### src/rtl/sobel_edge_pkg.sv
// Shared image-pipeline package.
// Holds the frame geometry (IMG_W, IMG_H, PIX_W), the gradient width,
// the sobel_edge state encoding and a small magnitude helper.
package sobel_edge_pkg;

    localparam int IMG_W  = 64;          // pixels per row
    localparam int IMG_H  = 64;          // rows per frame
    localparam int PIX_W  = 8;           // pixel width
    localparam int GRAD_W = PIX_W + 3;   // signed gradient / unsigned magnitude width

    typedef enum logic [1:0] {
        IDLE  = 2'd0,
        FILL  = 2'd1,
        RUN   = 2'd2,
        FLUSH = 2'd3
    } state_e;

    // Absolute value of a signed gradient; the operand never reaches the most
    // negative code, so the negation cannot overflow.
    function automatic logic [GRAD_W-1:0] grad_abs(input logic signed [GRAD_W-1:0] v);
        logic [GRAD_W-1:0] r;
        if (v[GRAD_W-1]) begin
            r = $unsigned(-v);
        end else begin
            r = $unsigned(v);
        end
        return r;
    endfunction

endpackage

### src/rtl/sobel_edge_line_buffer.sv
// line_buffer: DEPTH-deep, WIDTH-wide delay line advanced only when en is high.
// Ports:
//   clk  - clock
//   en   - advance the line by one position
//   din  - value entering the line
//   dout - value that entered DEPTH enabled cycles ago
// Contents are deliberately not reset; the consumer masks anything stale.
module line_buffer #(
    parameter int DEPTH = sobel_edge_pkg::IMG_W,
    parameter int WIDTH = sobel_edge_pkg::PIX_W
) (
    input  logic             clk,
    input  logic             en,
    input  logic [WIDTH-1:0] din,
    output logic [WIDTH-1:0] dout
);

    logic [WIDTH-1:0] taps_r [DEPTH];

    // Shift the whole line by one position per enabled cycle
    always_ff @(posedge clk) begin
        if (en) begin
            taps_r[0] <= din;
            for (int i = 1; i < DEPTH; i++) begin
                taps_r[i] <= taps_r[i-1];
            end
        end
    end

    assign dout = taps_r[DEPTH-1];

endmodule

### src/rtl/sobel_edge.sv
// sobel_edge: streaming 3x3 Sobel edge-magnitude filter over a raster frame.
// Ports:
//   clk       - single clock
//   reset     - asynchronous active-high reset
//   in        - input pixel, raster order
//   in_valid  - qualifies in for one cycle (no backpressure)
//   out       - edge magnitude pixel, held while out_valid is low
//   out_valid - qualifies out for one cycle
//   done      - pulses with the last output of a frame
// The newest accepted pixel is the bottom-right of the window, so the result
// for output index k-(IMG_W+1) is produced when pixel k is accepted.  The
// final IMG_W+1 outputs (bottom border) are emitted during FLUSH with no input.
// IMG_W and IMG_H are assumed to be powers of two.
module sobel_edge #(
    parameter int IMG_W = sobel_edge_pkg::IMG_W,
    parameter int IMG_H = sobel_edge_pkg::IMG_H,
    parameter int PIX_W = sobel_edge_pkg::PIX_W
) (
    input  logic             clk,
    input  logic             reset,
    input  logic [PIX_W-1:0] in,
    input  logic             in_valid,
    output logic [PIX_W-1:0] out,
    output logic             out_valid,
    output logic             done
);
    import sobel_edge_pkg::*;

    localparam int COL_W   = $clog2(IMG_W);
    localparam int ROW_W   = $clog2(IMG_H);
    localparam int CNT_W   = COL_W + ROW_W;
    localparam int FLUSH_W = $clog2(IMG_W + 2);
    localparam int SUM_W   = GRAD_W - 1;

    localparam logic [CNT_W-1:0]   K_FIRST    = CNT_W'(IMG_W + 1);
    localparam logic [CNT_W-1:0]   K_LAST     = CNT_W'(IMG_W * IMG_H - 1);
    localparam logic [FLUSH_W-1:0] FLUSH_LAST = FLUSH_W'(IMG_W);

    state_e               state_r, state_nxt_s;
    logic [CNT_W-1:0]     k_r;
    logic [FLUSH_W-1:0]   flush_cnt_r;
    logic                 accept_s, emit_s, done_s;

    logic [PIX_W-1:0]     lb1_s, lb2_s;
    logic [PIX_W-1:0]     top_l_r, top_m_r, mid_l_r, mid_m_r, bot_l_r, bot_m_r;

    logic [SUM_W-1:0]     sum_right_s, sum_left_s, sum_bot_s, sum_top_s;
    logic signed [GRAD_W-1:0] gx_s, gy_s;
    logic [GRAD_W-1:0]    mag_s;
    logic [PIX_W-1:0]     edge_s, pix_nxt_s;

    logic [CNT_W-1:0]     oidx_s;
    logic [ROW_W-1:0]     row_s;
    logic [COL_W-1:0]     col_s;
    logic                 interior_s;

    // Input is ignored while the bottom border is flushed out
    assign accept_s = in_valid && (state_r != FLUSH);

    // Previous row (lb1) and the row before it (lb2)
    line_buffer #(.DEPTH(IMG_W), .WIDTH(PIX_W)) u_lb1 (
        .clk  (clk),
        .en   (accept_s),
        .din  (in),
        .dout (lb1_s)
    );

    line_buffer #(.DEPTH(IMG_W), .WIDTH(PIX_W)) u_lb2 (
        .clk  (clk),
        .en   (accept_s),
        .din  (lb1_s),
        .dout (lb2_s)
    );

    // Window columns: current column is {lb2_s, lb1_s, in}; _m_ and _l_ hold the two older ones
    always_ff @(posedge clk) begin
        if (accept_s) begin
            top_l_r <= top_m_r;
            mid_l_r <= mid_m_r;
            bot_l_r <= bot_m_r;
            top_m_r <= lb2_s;
            mid_m_r <= lb1_s;
            bot_m_r <= in;
        end
    end

    // Sobel arithmetic; each weighted sum is at most 4*max pixel so SUM_W bits suffice
    always_comb begin
        sum_right_s = SUM_W'(lb2_s)   + (SUM_W'(lb1_s)   << 1) + SUM_W'(in);
        sum_left_s  = SUM_W'(top_l_r) + (SUM_W'(mid_l_r) << 1) + SUM_W'(bot_l_r);
        sum_bot_s   = SUM_W'(bot_l_r) + (SUM_W'(bot_m_r) << 1) + SUM_W'(in);
        sum_top_s   = SUM_W'(top_l_r) + (SUM_W'(top_m_r) << 1) + SUM_W'(lb2_s);
        gx_s        = $signed({1'b0, sum_right_s}) - $signed({1'b0, sum_left_s});
        gy_s        = $signed({1'b0, sum_bot_s})   - $signed({1'b0, sum_top_s});
        mag_s       = grad_abs(gx_s) + grad_abs(gy_s);
        if (|mag_s[GRAD_W-1:PIX_W]) begin
            edge_s = {PIX_W{1'b1}};
        end else begin
            edge_s = mag_s[PIX_W-1:0];
        end
    end

    // Position of the pixel centred in the window, for border masking
    always_comb begin
        oidx_s     = k_r - K_FIRST;
        row_s      = oidx_s[CNT_W-1:COL_W];
        col_s      = oidx_s[COL_W-1:0];
        interior_s = (row_s != ROW_W'(0)) && (row_s != ROW_W'(IMG_H - 1)) &&
                     (col_s != COL_W'(0)) && (col_s != COL_W'(IMG_W - 1));
        if ((state_r != FLUSH) && interior_s) begin
            pix_nxt_s = edge_s;
        end else begin
            pix_nxt_s = '0;
        end
    end

    assign emit_s = (accept_s && ((state_r == FILL) || (state_r == RUN)) && (k_r >= K_FIRST)) ||
                    (state_r == FLUSH);
    assign done_s = (state_r == FLUSH) && (flush_cnt_r == FLUSH_LAST);

    // State register
    always_ff @(posedge clk or posedge reset) begin
        if (reset) begin
            state_r <= IDLE;
        end else begin
            state_r <= state_nxt_s;
        end
    end

    // Next-state logic
    always_comb begin
        state_nxt_s = state_r;
        case (state_r)
            IDLE: begin
                if (in_valid) state_nxt_s = FILL;
                else          state_nxt_s = IDLE;
            end
            FILL: begin
                if (accept_s && (k_r == K_FIRST)) state_nxt_s = RUN;
                else                              state_nxt_s = FILL;
            end
            RUN: begin
                if (accept_s && (k_r == K_LAST)) state_nxt_s = FLUSH;
                else                             state_nxt_s = RUN;
            end
            FLUSH: begin
                if (flush_cnt_r == FLUSH_LAST) state_nxt_s = IDLE;
                else                           state_nxt_s = FLUSH;
            end
            default: state_nxt_s = IDLE;
        endcase
    end

    // Pixel index of the next accepted input; restarts for every frame
    always_ff @(posedge clk or posedge reset) begin
        if (reset) begin
            k_r <= '0;
        end else if (state_r == FLUSH) begin
            k_r <= '0;
        end else if (accept_s) begin
            k_r <= k_r + CNT_W'(1);
        end else begin
            k_r <= k_r;
        end
    end

    // Number of flush outputs already emitted
    always_ff @(posedge clk or posedge reset) begin
        if (reset) begin
            flush_cnt_r <= '0;
        end else if (state_r == FLUSH) begin
            flush_cnt_r <= flush_cnt_r + FLUSH_W'(1);
        end else begin
            flush_cnt_r <= '0;
        end
    end

    // Registered outputs; out holds its value between results
    always_ff @(posedge clk or posedge reset) begin
        if (reset) begin
            out       <= '0;
            out_valid <= 1'b0;
            done      <= 1'b0;
        end else begin
            out_valid <= emit_s;
            done      <= done_s;
            if (emit_s) begin
                out <= pix_nxt_s;
            end else begin
                out <= out;
            end
        end
    end

endmodule

### config.mk
export PLATFORM = sky130hd
export DESIGN_NAME = sobel_edge
export DESIGN_NICKNAME = d
export VERILOG_FILES = /design/src/rtl/sobel_edge_pkg.sv /design/src/rtl/sobel_edge_line_buffer.sv /design/src/rtl/sobel_edge.sv
export SDC_FILE = /design/constraint.sdc
export NUM_CORES = 1
export LEC_CHECK = 0
export CAP_MARGIN = 20
export CORE_ASPECT_RATIO = 0.9
export CORE_MARGIN = 5
export CORE_UTILIZATION = 50
export CTS_BUF_LIST = sky130_fd_sc_hd__clkbuf_16
export DETAILED_ROUTE_END_ITERATION = 7
export GPL_TIMING_DRIVEN = 0
export PLACE_DENSITY = 0.65
export SYNTH_ARGS = -nofsm -noshare
export SYNTH_HDL_FRONTEND = slang
export SYNTH_SLANG_ARGS = --single-unit
### constraint.sdc
create_clock -name clk -period 136.8 [get_ports clk]
set_input_delay 20.52 -clock clk [delete_from_list [all_inputs] [get_ports clk]]
set_output_delay 20.52 -clock clk [all_outputs]
set_load 0.05 [all_outputs]
==> summary.txt, run 1 <==
Detailed routing
  – Drt pass-1 iters: 5
  – Wirelength, routed: 46000 um
  – Vias per std cell: 4.930
  – Routed vias: 13810
  – Residual DRC: 0
  – Wire per inst: 16.42 um
  – Initial DRC Count: 1090
  – Final ANT Viol Nets: 0

Floorplanning
  – FP Rows: 93
  – Core area: 71800 um2
  – Die ar.: 78220 um2
  – Die Height: 265.8 um
  – Initial Util: 50.65%
  – DIE WIDTH: 294.3 um
  – Top Ports: 21

STA
  – Final hold viol count: 0
  – TNS Setup: 0 ns
  – FMAX: 38.01 MHz
  – Slew Viols, Final: 0
  – Period Utilization, post-route: 19.23%
  – Worst relative slew slack: 40.61%
  – Endpoints failing setup: 0
  – RSZ-0062 raised after global routing: no
  – Crit path time final: 26.31 ns
  – Actual slew at the worst max-slew pin: 0.8890 ns
  – Worst Skew: 0.01660 ns
  – Final Worst Setup Slack: 110.49 ns

Yosys
  – Number of synthesized flops with an enable pin: 1040
  – Distinct cells, synth: 65
  – Ys flop type: edfxtp_1
  – Seq/Total Area, Yosys: 88.02%
  – Post-synth top area share: 85.89%
  – Yosys reg bits: 1071
  – Largest cells by area after synthesis: edfxtp_1 86%, fa_1 3.5%, dfrtp_1 2.1%, inv_1 1.6%, ha_1 1.5%
  – Syn Nets: 1744
  – Warning count from the yosys run: 0
  – Netlist Area Pre-Place: 36360 um2
  – FFs w/ async S/R, synth: 2.894%
  – Post-synthesis instance total: 1625
  – Cell taking the most area after synthesis: edfxtp_1
  – Mapped Avg Cell Area: 22.38 um2

Layout
  – Most frequent cells in the layout: 1040 x edfxtp_1, 166 x inv_1, 97 x clkbuf_16, 63 x fa_1, 45 x ha_1
  – Most common cell after layout, fill and taps aside: edfxtp_1
  – Fill count: 5096
  – Area Overhead vs Synth: 14.21%
  – Share of cells above drive strength 1: 10.49%
  – Post-Route Utilization: 57.84%
  – Final cell count without fillers: 2801
  – Final net count: 1894

Pwr
  – Clk pwr share: 31.2%
  – Sequential power share: 46.9%
  – P_leak: 14.82 nW
  – Int Pwr: 0.6068 mW
  – Switch share: 26.96%
  – Peak supply drop: 0.02171 mV
  – P per Cell Area: 20.00 nW/um2
  – Share of power burned in combinational logic: 21.9%
  – P_sw: 0.2240 mW

Placement
  – Placed Cells: 2627
  – Gp weighted congestion: 0.7596
  – Dpl hpwl: 25340 um
  – Number of port buffers: 19
  – Pre-CTS WS: 109.84 ns

Global route
  – Final global-route overflow total: 0
  – GR Util met2: 15.11%
  – Met1 usage: 19.53%
  – Initial antenna violation count: 2
  – Number of global-route vias before repair: 13741
  – Largest net degree at the start of global routing: 42
  – All-Layer GR Usage: 11.67%
  – Global-route wire length before repair: 73820 um
  – Gr busiest metal: met1
  – Met3 usage: 2.817%

Setup path
  – FF-to-FF setup slack: 130.40 ns
  – Worst path required time: 137.36 ns
  – CP Launch Type: input port
  – Worst setup EP type: register
  – Worst reg2reg startpoint: bot_l_r[5]
  – Setup Crit Path Kind: input port to register
  – Worst setup startpoint: in[5]
  – Crit-path max FO: 8
  – WP data arrival: 26.87 ns

Clock network
  – Hold Buf Count CTS: 0
  – Total CTS buffers: 96
  – Number of H-tree levels: 3
  – CTS clk-pin slew, worst paths: 0.06 ns
  – CTS Sinks: 1071
  – Worst-skew pair later-pin latency: 0.63 ns
  – Post-CTS sizing: 0
  – Clk root buf: clkbuf_16
  – TritonCTS clock tree: built
  – Clk buf depth: 3
  – Post-CTS setup buffers: 0

Worst hold path
  – Worst hold start: u_lb2.taps_r[1][91]
  – HP Class: register to register

Flow run
  – Max Cap Violations: 0

Status
  – Status: complete, no violations
-- metrics by stage --
stage / hold WS, ns / total power [mW] / cell area [um2]
after floorplan: 0.4003 / 0.5613 / 36360
after global placement: 0.4042 / 0.5978 / 37740
after detailed placement: 0.4045 / 0.5772 / 38450
after CTS: 0.4030 / 0.8403 / 41530
after global routing: 0.4095 / 0.8789 / 41530
final: 0.4112 / 0.8308 / 41530
-- layout make-up --
type / instances / area (um2) / share of cell area (%)
Sequential cell: 1071 / 32010 / 77.07
Multi-Input combinational cell: 392 / 3704 / 8.918
Clock buffer: 97 / 2427 / 5.845
Tap cell: 950 / 1189 / 2.862
Timing Repair Buffer: 52 / 888.4 / 2.139
Clock inverter: 76 / 653.1 / 1.573
Inverter: 151 / 566.8 / 1.365
Buffer: 11 / 93.84 / 0.2260
Antenna cell: 1 / 2.502 / 0.006026
-- routing by layer --
metal | share of wire [%] | up-vias
li1 | - | 6453
met1 | 54 | 7040
met2 | 40 | 209
met3 | 3.9 | 108
met4 | 2.4 | 0
met5 | 0 | -
-- final timing paths --
path / to / cells after the start
worst max-delay path: out[3] / 26
worst min-delay path: u_lb2.taps_r[1][99] / 0
max in group asynchronous: out[5] / 3
worst min register to register: u_lb2.taps_r[1][99] / 0
min in group asynchronous: k_r[4] / 2
worst max register to register: out[3] / 24
-- flip-flops by register name, summed over array words and instances (netlist names) --
| register | count |
|---|---|
| bot_m_r | 7 |
| flush_cnt_r | 7 |
| u_lb2.taps_r | 498 |
| k_r | 12 |
| done | 1 |
| top_l_r | 8 |
| out | 8 |
| mid_l_r | 7 |
| top_m_r | 8 |
| mid_m_r | 7 |
| out_valid | 1 |
| state_r | 2 |
| u_lb1.taps_r | 498 |
| bot_l_r | 7 |
-- power by group through the flow --
stage	combinational [mW]	sequential, mW	clock, mW
floorplan	0.141	0.420	0
global placement	0.171	0.426	0
detailed placement	0.181	0.396	0
CTS	0.182	0.390	0.268
global route	0.204	0.391	0.283
finish	0.182	0.390	0.259
-- synth_stat cells, types with 8 or more instances --
library cell  number
nand3_1           17
o21ai_0           17
inv_1            151
edfxtp_1        1040
fa_1              63
a21oi_1           18
nand4_1            8
nor3_1            11
nor2_1            41
xnor2_1           31
xor2_1            19
nand2_1           17
ha_1              45
dfrtp_1           31
-- logic make-up after synthesis --
family | after synthesis | synth area share [%]
and+or+nand+nor | 145 | 2.195
buffers and inverters | 162 | 1.817
xor gates and xnor gates | 50 | 1.204
DFF | 1071 | 88.02
AOI/OAI and AO/OA | 84 | 1.569
adders and majority gates | 108 | 5.017
muxes | 5 | 0.1789
-- critical path, stage by stage --
cell and delay (ns):
clkdlybuf4s50_1 0.50, inv_1 0.10, fa_1 0.53, inv_1 0.05
fa_1 0.47, inv_1 0.05, fa_1 0.54, inv_1 0.05
ha_1 0.35, a21oi_1 0.22, and3_1 0.21, o21ai_1 0.12
a31oi_1 0.49, nand2_1 0.13, o21ai_0 0.17, inv_1 0.12
fa_1 0.46, nor2b_1 0.18, o31ai_1 0.13, a21oi_1 0.32
o21ai_0 0.18, and3_1 0.19, a211oi_1 0.21, nand3_2 0.13
mux2i_4 0.27, a221o_1 0.17
No activity file was read; power rests on OpenSTA's default activity.
==> run 2, diff against run 1 <==
- clock period: 136.8 -> 26.3 ns (I/O delays scaled with it)
==> run 2 against run 1 <==
Against the previous run:
- sequential share of layout area fell by 0.13 points
- critical path depth shrank 3
- global-route usage up 0.095 points
- via count rose by 0.64%
- worst setup slack got worse by 94 ns
- cell count rose by 0.18%
- sequential cell count is the same
- first-iteration DRC count is 2.2% higher
- non-clock buffer count fell by 1
- sequential power grew to 5.2 times the previous value
- routed wire length up 1.2%
==> summary.txt, run 2 (synthesis results as in run 1) <==
Setup path
  – CP Launch Type: input port
  – Most common cell on crit path: inv_1
  – Slowest stage delay, CP: 0.64 ns (+0.10 ns)
  – Critical Path, Cell by Cell: clkdlybuf4s50_1, inv_1, fa_1, inv_1, fa_1, inv_1, fa_1, inv_1, ha_1, a21oi_1, and3_1, o21ai_1, a31oi_1, o21ai_0, ha_1, a211oi_1, o21ai_0, a21o_1, a2111oi_0, a21oi_1, o21ai_4, mux2i_4, a221o_1
  – Setup Crit Path Kind: input port to register
  – Worst setup EP type: register
  – FF-to-FF setup slack: 19.77 ns (-110.63 ns)
  – RR Endpoint: out[2]
  – Worst reg2reg startpoint: bot_l_r[5]
  – Worst path required time: 26.81 ns (-110.55 ns)
  – Reg2Reg Depth: 21 (-13%)
  – WP data arrival: 10.36 ns (-16.51 ns)
  – Crit-path max FO: 8 (unchanged)
  – Critical path's slowest cell: a2111oi_0

Detailed routing
  – Residual DRC: 0 (unchanged)
  – Wire per inst: 16.59 um (+1.0%)
  – Drt pass-1 iters: 5 (unchanged)
  – Final ANT Viol Nets: 0 (unchanged)
  – Initial DRC Count: 1114 (+2.2%)
  – Wirelength, routed: 46560 um (+1.2%)
  – Vias per std cell: 4.953 (+0.46%)
  – Routed vias: 13898 (+0.64%)

Worst hold path
  – Worst hold start: u_lb1.taps_r[0][226]
  – HP Class: register to register
  – Hold Path End: u_lb1.taps_r[0][234]
  – Hold path depth: 0 (unchanged)

STA
  – Period Utilization, post-route: 37.45%
  – Actual slew at the worst max-slew pin: 0.7599 ns (-0.1291 ns)
  – Worst Skew: 0.01406 ns (-0.002533 ns)
  – Slew Viols, Final: 0 (unchanged)
  – Endpoints failing setup: 0 (unchanged)
  – RSZ-0062 raised after global routing: no
  – Final Worst Setup Slack: 16.45 ns (-94.04 ns)
  – FMAX: 101.5 MHz
  – Final hold viol count: 0 (unchanged)
  – Crit path time final: 9.850 ns
  – Hold slack: 0.4111 ns (-0.00006300 ns)
  – Worst relative slew slack: 49.23% (+8.6 points)

Clock network
  – CTS clk-pin slew, worst paths: 0.06 ns (about the same)
  – TritonCTS clock tree: built
  – Post-CTS sizing: 0 (unchanged)
  – CTS Sinks: 1071 (unchanged)
  – Clk buf depth: 3 (unchanged)
  – Number of H-tree levels: 3 (unchanged)
  – Post-CTS setup buffers: 0 (unchanged)
  – Clk root buf: clkbuf_16
  – Total CTS buffers: 97 (+1.0%)
  – Hold Buf Count CTS: 0 (unchanged)
  – Worst-skew pair later-pin latency: 0.64 ns (about the same)

Layout
  – Area Overhead vs Synth: 14.41%
  – Share of cells above drive strength 1: 10.40% (-0.082 points)
  – Final net count: 1894 (unchanged)
  – Most frequent cells in the layout: 1040 x edfxtp_1, 173 x inv_1, 100 x clkbuf_16, 63 x fa_1, 45 x ha_1
  – Top flop regs: u_lb1.taps_r: 498 flops, u_lb2.taps_r: 498 flops, k_r: 12 flops
  – Final cell count without fillers: 2806 (+0.18%)
  – Most common cell after layout, fill and taps aside: edfxtp_1

Floorplanning
  – FP Rows: 93 (unchanged)
  – Initial Util: 50.65% (unchanged)
  – Die ar.: 78220 um2 (unchanged)
  – Core area: 71800 um2 (unchanged)
  – DIE WIDTH: 294.3 um (unchanged)
  – Top Ports: 21 (unchanged)
  – Die Height: 265.8 um (unchanged)

Global route
  – Global-route wire length before repair: 74530 um (+0.97%)
  – Initial antenna violation count: 2 (unchanged)
  – Number of global-route vias before repair: 13892 (+1.1%)
  – Largest net degree at the start of global routing: 41 (-2.4%)
  – Final global-route overflow total: 0 (unchanged)
  – All-Layer GR Usage: 11.76% (+0.095 points)

Placement
  – Number of port buffers: 19 (unchanged)
  – Gp weighted congestion: 0.7927 (+4.4%)
  – Pre-CTS WS: 15.83 ns (-94.00 ns)
  – Placed Cells: 2626 (-0.038%)
  – Dpl hpwl: 25630 um (+1.1%)

Status
  – Status: complete, no violations

Pwr
  – P per Cell Area: 104.9 nW/um2 (+420%)
  – Final total power: 4.365 mW (+430%)
  – P_leak: 14.89 nW (+0.46%)
  – Peak supply drop: 0.1360 mV (+530%)

Flow run
  – Max Cap Violations: 0 (unchanged)
run 2: layer usage:
metal | vias to the layer above | global-route usage [%] | part of all wire, %
li1 | 6443 | - | -
met1 | 7147 | 19.35 | 53
met2 | 212 | 15.44 | 40
met3 | 94 | 3.051 | 4.1
met4 | 2 | 3.713 | 2.3
met5 | - | 0 | 0.028
run 2: worst max path at each step:
stage             start      to  slack, ns  cells past startpoint
3_3_place_gp   in_valid  out[7]      -0.13                      9
2_1_floorplan  in_valid  out[0]       4.71                      9
3_5_place_dp      in[5]  out[3]      15.83                     23
4_1_cts           in[0]  out[2]      16.52                     23
5_1_grt           in[5]  out[3]      16.01                     23
6_report          in[5]  out[2]      16.45                     23
run 2: stage by stage:
step,setup TNS (ns),cell area (um2),util [%]
final,0,41600,57.95
after floorplan,0,36370,-
after global placement,-0.9986,37750,52.58
after CTS,0,41600,57.94
after detailed placement,0,38430,53.52
after global routing,0,41600,57.94
run 2: area by class of cell:
class,count,area (um2)
Timing Repair Buffer,51,868.3
Clock inverter,79,670.6
Antenna cell,1,2.502
Multi-Input combinational cell,392,3704
Clock buffer,100,2502
Sequential cell,1071,32010
Tap cell,950,1189
Buffer,11,93.84
Inverter,151,566.8
Fill cell,5055,30190
run 2: critical path, delay by kind of cell:
kind | cells | cell delay [ns]
AOI/OAI and AO/OA | 11 | 3.04
adders and majority gates | 5 | 2.27
buffers and inverters | 5 | 0.72
and+or+nand+nor | 1 | 0.22
muxes | 1 | 0.12
run 2: where the power goes:
| group | internal (mW) | total, mW | switching (mW) |
|---|---|---|---|
| sequential | 1.99 | 2.03 | 0.0385 |
| combinational | 0.393 | 0.960 | 0.567 |
| clock | 0.798 | 1.38 | 0.582 |
| total | 3.18 | 4.37 | 1.19 |
==> run 3, diff against run 2 <==
- PLACE_DENSITY: 0.65 -> 0.68
- clock period: 26.3 -> 8.1 ns (I/O delays scaled with it)
==> run 3 against run 2 <==
Against the previous run:
- global-route usage is 0.17 points higher
- design area is 0.54% lower
- critical path depth is 3 higher
- sequential share of layout area is 0.42 points higher
- first-iteration DRC count is 9.5% lower
- total power grew to 3.2 times the previous value
- clock skew is 0.0035 ns higher
- combinational power grew to 3.2 times the previous value
- largest cell class unchanged
==> summary.txt, run 3 (synthesis results as in run 1) <==
Detailed routing
  – Initial DRC Count: 1008 (-9.5%)
  – Final ANT Viol Nets: 0 (unchanged)
  – Residual DRC: 0 (unchanged)
  – Wire per inst: 16.75 um (+0.97%)
  – Drt pass-1 iters: 5 (unchanged)
  – Vias per std cell: 4.953 (about the same)
  – Routed vias: 13867 (-0.22%)
  – Wirelength, routed: 46910 um (+0.76%)

Setup path
  – Setup Crit Path Kind: input port to register
  – WP data arrival: 7.71 ns (-2.65 ns)
  – Crit-path max FO: 8 (unchanged)
  – Critical path's slowest cell: fa_1
  – Slowest stage delay, CP: 0.54 ns (-0.10 ns)
  – CP Launch Type: input port
  – Worst path required time: 8.67 ns (-18.14 ns)
  – Worst reg2reg startpoint: bot_l_r[5]
  – Worst setup startpoint: in[5]
  – Most common cell on crit path: inv_1
  – Bufs and invs on worst path: 6 (+1)
  – Worst setup EP type: register
  – Crit path max-delay family: adder cells

Global route
  – Final global-route overflow total: 0 (unchanged)
  – Global-route wire length before repair: 75310 um (+1.0%)
  – All-Layer GR Usage: 11.93% (+0.17 points)
  – Initial antenna violation count: 3 (+1)
  – Largest net degree at the start of global routing: 41 (unchanged)
  – Number of global-route vias before repair: 13991 (+0.71%)

Pwr
  – Clk pwr share: 30.3% (-1.3 points)
  – P_sw: 3.822 mW (+220%)
  – Final total power: 13.90 mW (+220%)
  – P_leak: 14.80 nW (-0.57%)
  – Share of power burned in combinational logic: 22.3% (+0.3 points)
  – Sequential power share: 47.3% (+0.9 points)
  – P per Cell Area: 336.0 nW/um2 (+220%)
  – Int Pwr: 10.08 mW (+220%)
  – Peak supply drop: 0.3563 mV (+160%)
  – Switch share: 27.49% (+0.28 points)

STA
  – TNS Setup: 0 ns (unchanged)
  – Worst Skew: 0.01760 ns (+0.003535 ns)
  – Endpoints failing setup: 0 (unchanged)
  – RSZ-0062 raised after global routing: no
  – Final hold viol count: 0 (unchanged)
  – Crit path time final: 7.146 ns
  – Worst relative slew slack: 51.58% (+2.3 points)
  – Slew Viols, Final: 0 (unchanged)
  – Actual slew at the worst max-slew pin: 0.7263 ns (-0.03360 ns)
  – Final Worst Setup Slack: 0.9536 ns (-15.50 ns)
  – FMAX: 139.9 MHz
  – Period Utilization, post-route: 88.23%

Status
  – Status: complete, no violations

Worst hold path
  – HP Class: register to register
  – Worst hold start: u_lb2.taps_r[0][230]

Layout
  – Area Overhead vs Synth: 13.79%
  – Final net count: 1891 (-0.16%)
  – Most common cell after layout, fill and taps aside: edfxtp_1
  – Top flop regs: u_lb1.taps_r: 498 flops, u_lb2.taps_r: 498 flops, k_r: 12 flops
  – Most frequent cells in the layout: 1040 x edfxtp_1, 179 x inv_1, 98 x clkbuf_16, 63 x fa_1, 45 x ha_1
  – Design Area, Final: 41380 um2 (-0.54%)
  – Share of cells above drive strength 1: 9.897% (-0.51 points)
  – Post-Route Utilization: 57.63% (-0.31 points)

Clock network
  – Post-CTS sizing: 0 (unchanged)
  – Clk buf depth: 3 (unchanged)
  – Post-CTS setup buffers: 0 (unchanged)
  – Number of H-tree levels: 3 (unchanged)
  – CTS clk-pin slew, worst paths: 0.06 ns (about the same)
  – Worst-skew pair later-pin latency: 0.64 ns (about the same)
  – Clk root buf: clkbuf_16
  – CTS Sinks: 1071 (unchanged)
  – TritonCTS clock tree: built
  – Total CTS buffers: 95 (-2.1%)
  – Hold Buf Count CTS: 0 (unchanged)

Floorplanning
  – Die ar.: 78220 um2 (unchanged)
  – Die Height: 265.8 um (unchanged)
  – FP Rows: 93 (unchanged)
  – Core area: 71800 um2 (unchanged)
  – DIE WIDTH: 294.3 um (unchanged)
  – Initial Util: 50.65% (unchanged)
  – Top Ports: 21 (unchanged)

Placement
  – Pre-CTS WS: 0.3712 ns (-15.46 ns)
  – Gp weighted congestion: 0.7821 (-1.3%)
  – Number of port buffers: 19 (unchanged)
  – Dpl hpwl: 25500 um (-0.50%)
  – Placed Area: 38410 um2 (about the same)

Flow run
  – Max Cap Violations: 0 (unchanged)
-- run 3: path summary, 6_finish.rpt --
check / to / slack [ns] / cells past startpoint
setup / recovery: out[0] / 0.95 / 26
hold / removal: u_lb2.taps_r[0][238] / 0.41 / 0
setup reg to reg: out[0] / 1.56 / 24
hold reg to reg: u_lb2.taps_r[0][238] / 0.41 / 0
max in group asynchronous: k_r[8] / 6.69 / 3
min in group asynchronous: out[6] / 0.93 / 2
-- run 3: final cells by class --
class	count	area, um2
Timing Repair Buffer	50	840.8
Multi-Input combinational cell	392	3711
Fill cell	5072	30420
Tap cell	950	1189
Buffer	11	97.59
Sequential cell	1071	32010
Inverter	151	566.8
Clock inverter	76	511.7
Antenna cell	1	2.502
Clock buffer	98	2452
-- run 3: power groups by stage --
stage	logic, mW	clock network, mW	registers (mW)
finish	3.10	4.22	6.58
global route	3.47	4.62	6.61
CTS	3.09	4.37	6.58
detailed placement	3.07	0	6.69
global placement	2.90	0	6.84
floorplan	2.40	0	6.81
-- run 3: worst register-to-register path, delay by kind of cell (launching register included) --
| family | cells | cell delay (ns) |
|---|---|---|
| and+or+nand+nor | 5 | 0.82 |
| adders and majority gates | 5 | 2.39 |
| muxes | 1 | 0.28 |
| AOI/OAI and AO/OA | 9 | 2.11 |
| DFF | 1 | 0.47 |
| buffers and inverters | 4 | 0.38 |
-- run 3: metal layers --
| layer | global-route usage [%] | vias to the layer above | part of all wire (%) |
|---|---|---|---|
| li1 | - | 6434 | - |
| met2 | 16.12 | 211 | 41 |
| met4 | 3.485 | 2 | 2.2 |
| met5 | 0 | - | 0.028 |
| met1 | 19.25 | 7129 | 52 |
| met3 | 3.226 | 91 | 4.5 |
-- run 3: metrics by stage --
step | std cells | hold slack (ns)
after global routing | 2799 | 0.4132
after detailed placement | 2625 | 0.4045
after global placement | 2594 | 0.4042
final | 2800 | 0.4090
after CTS | 2799 | 0.4056
after floorplan | 1625 | 0.4003
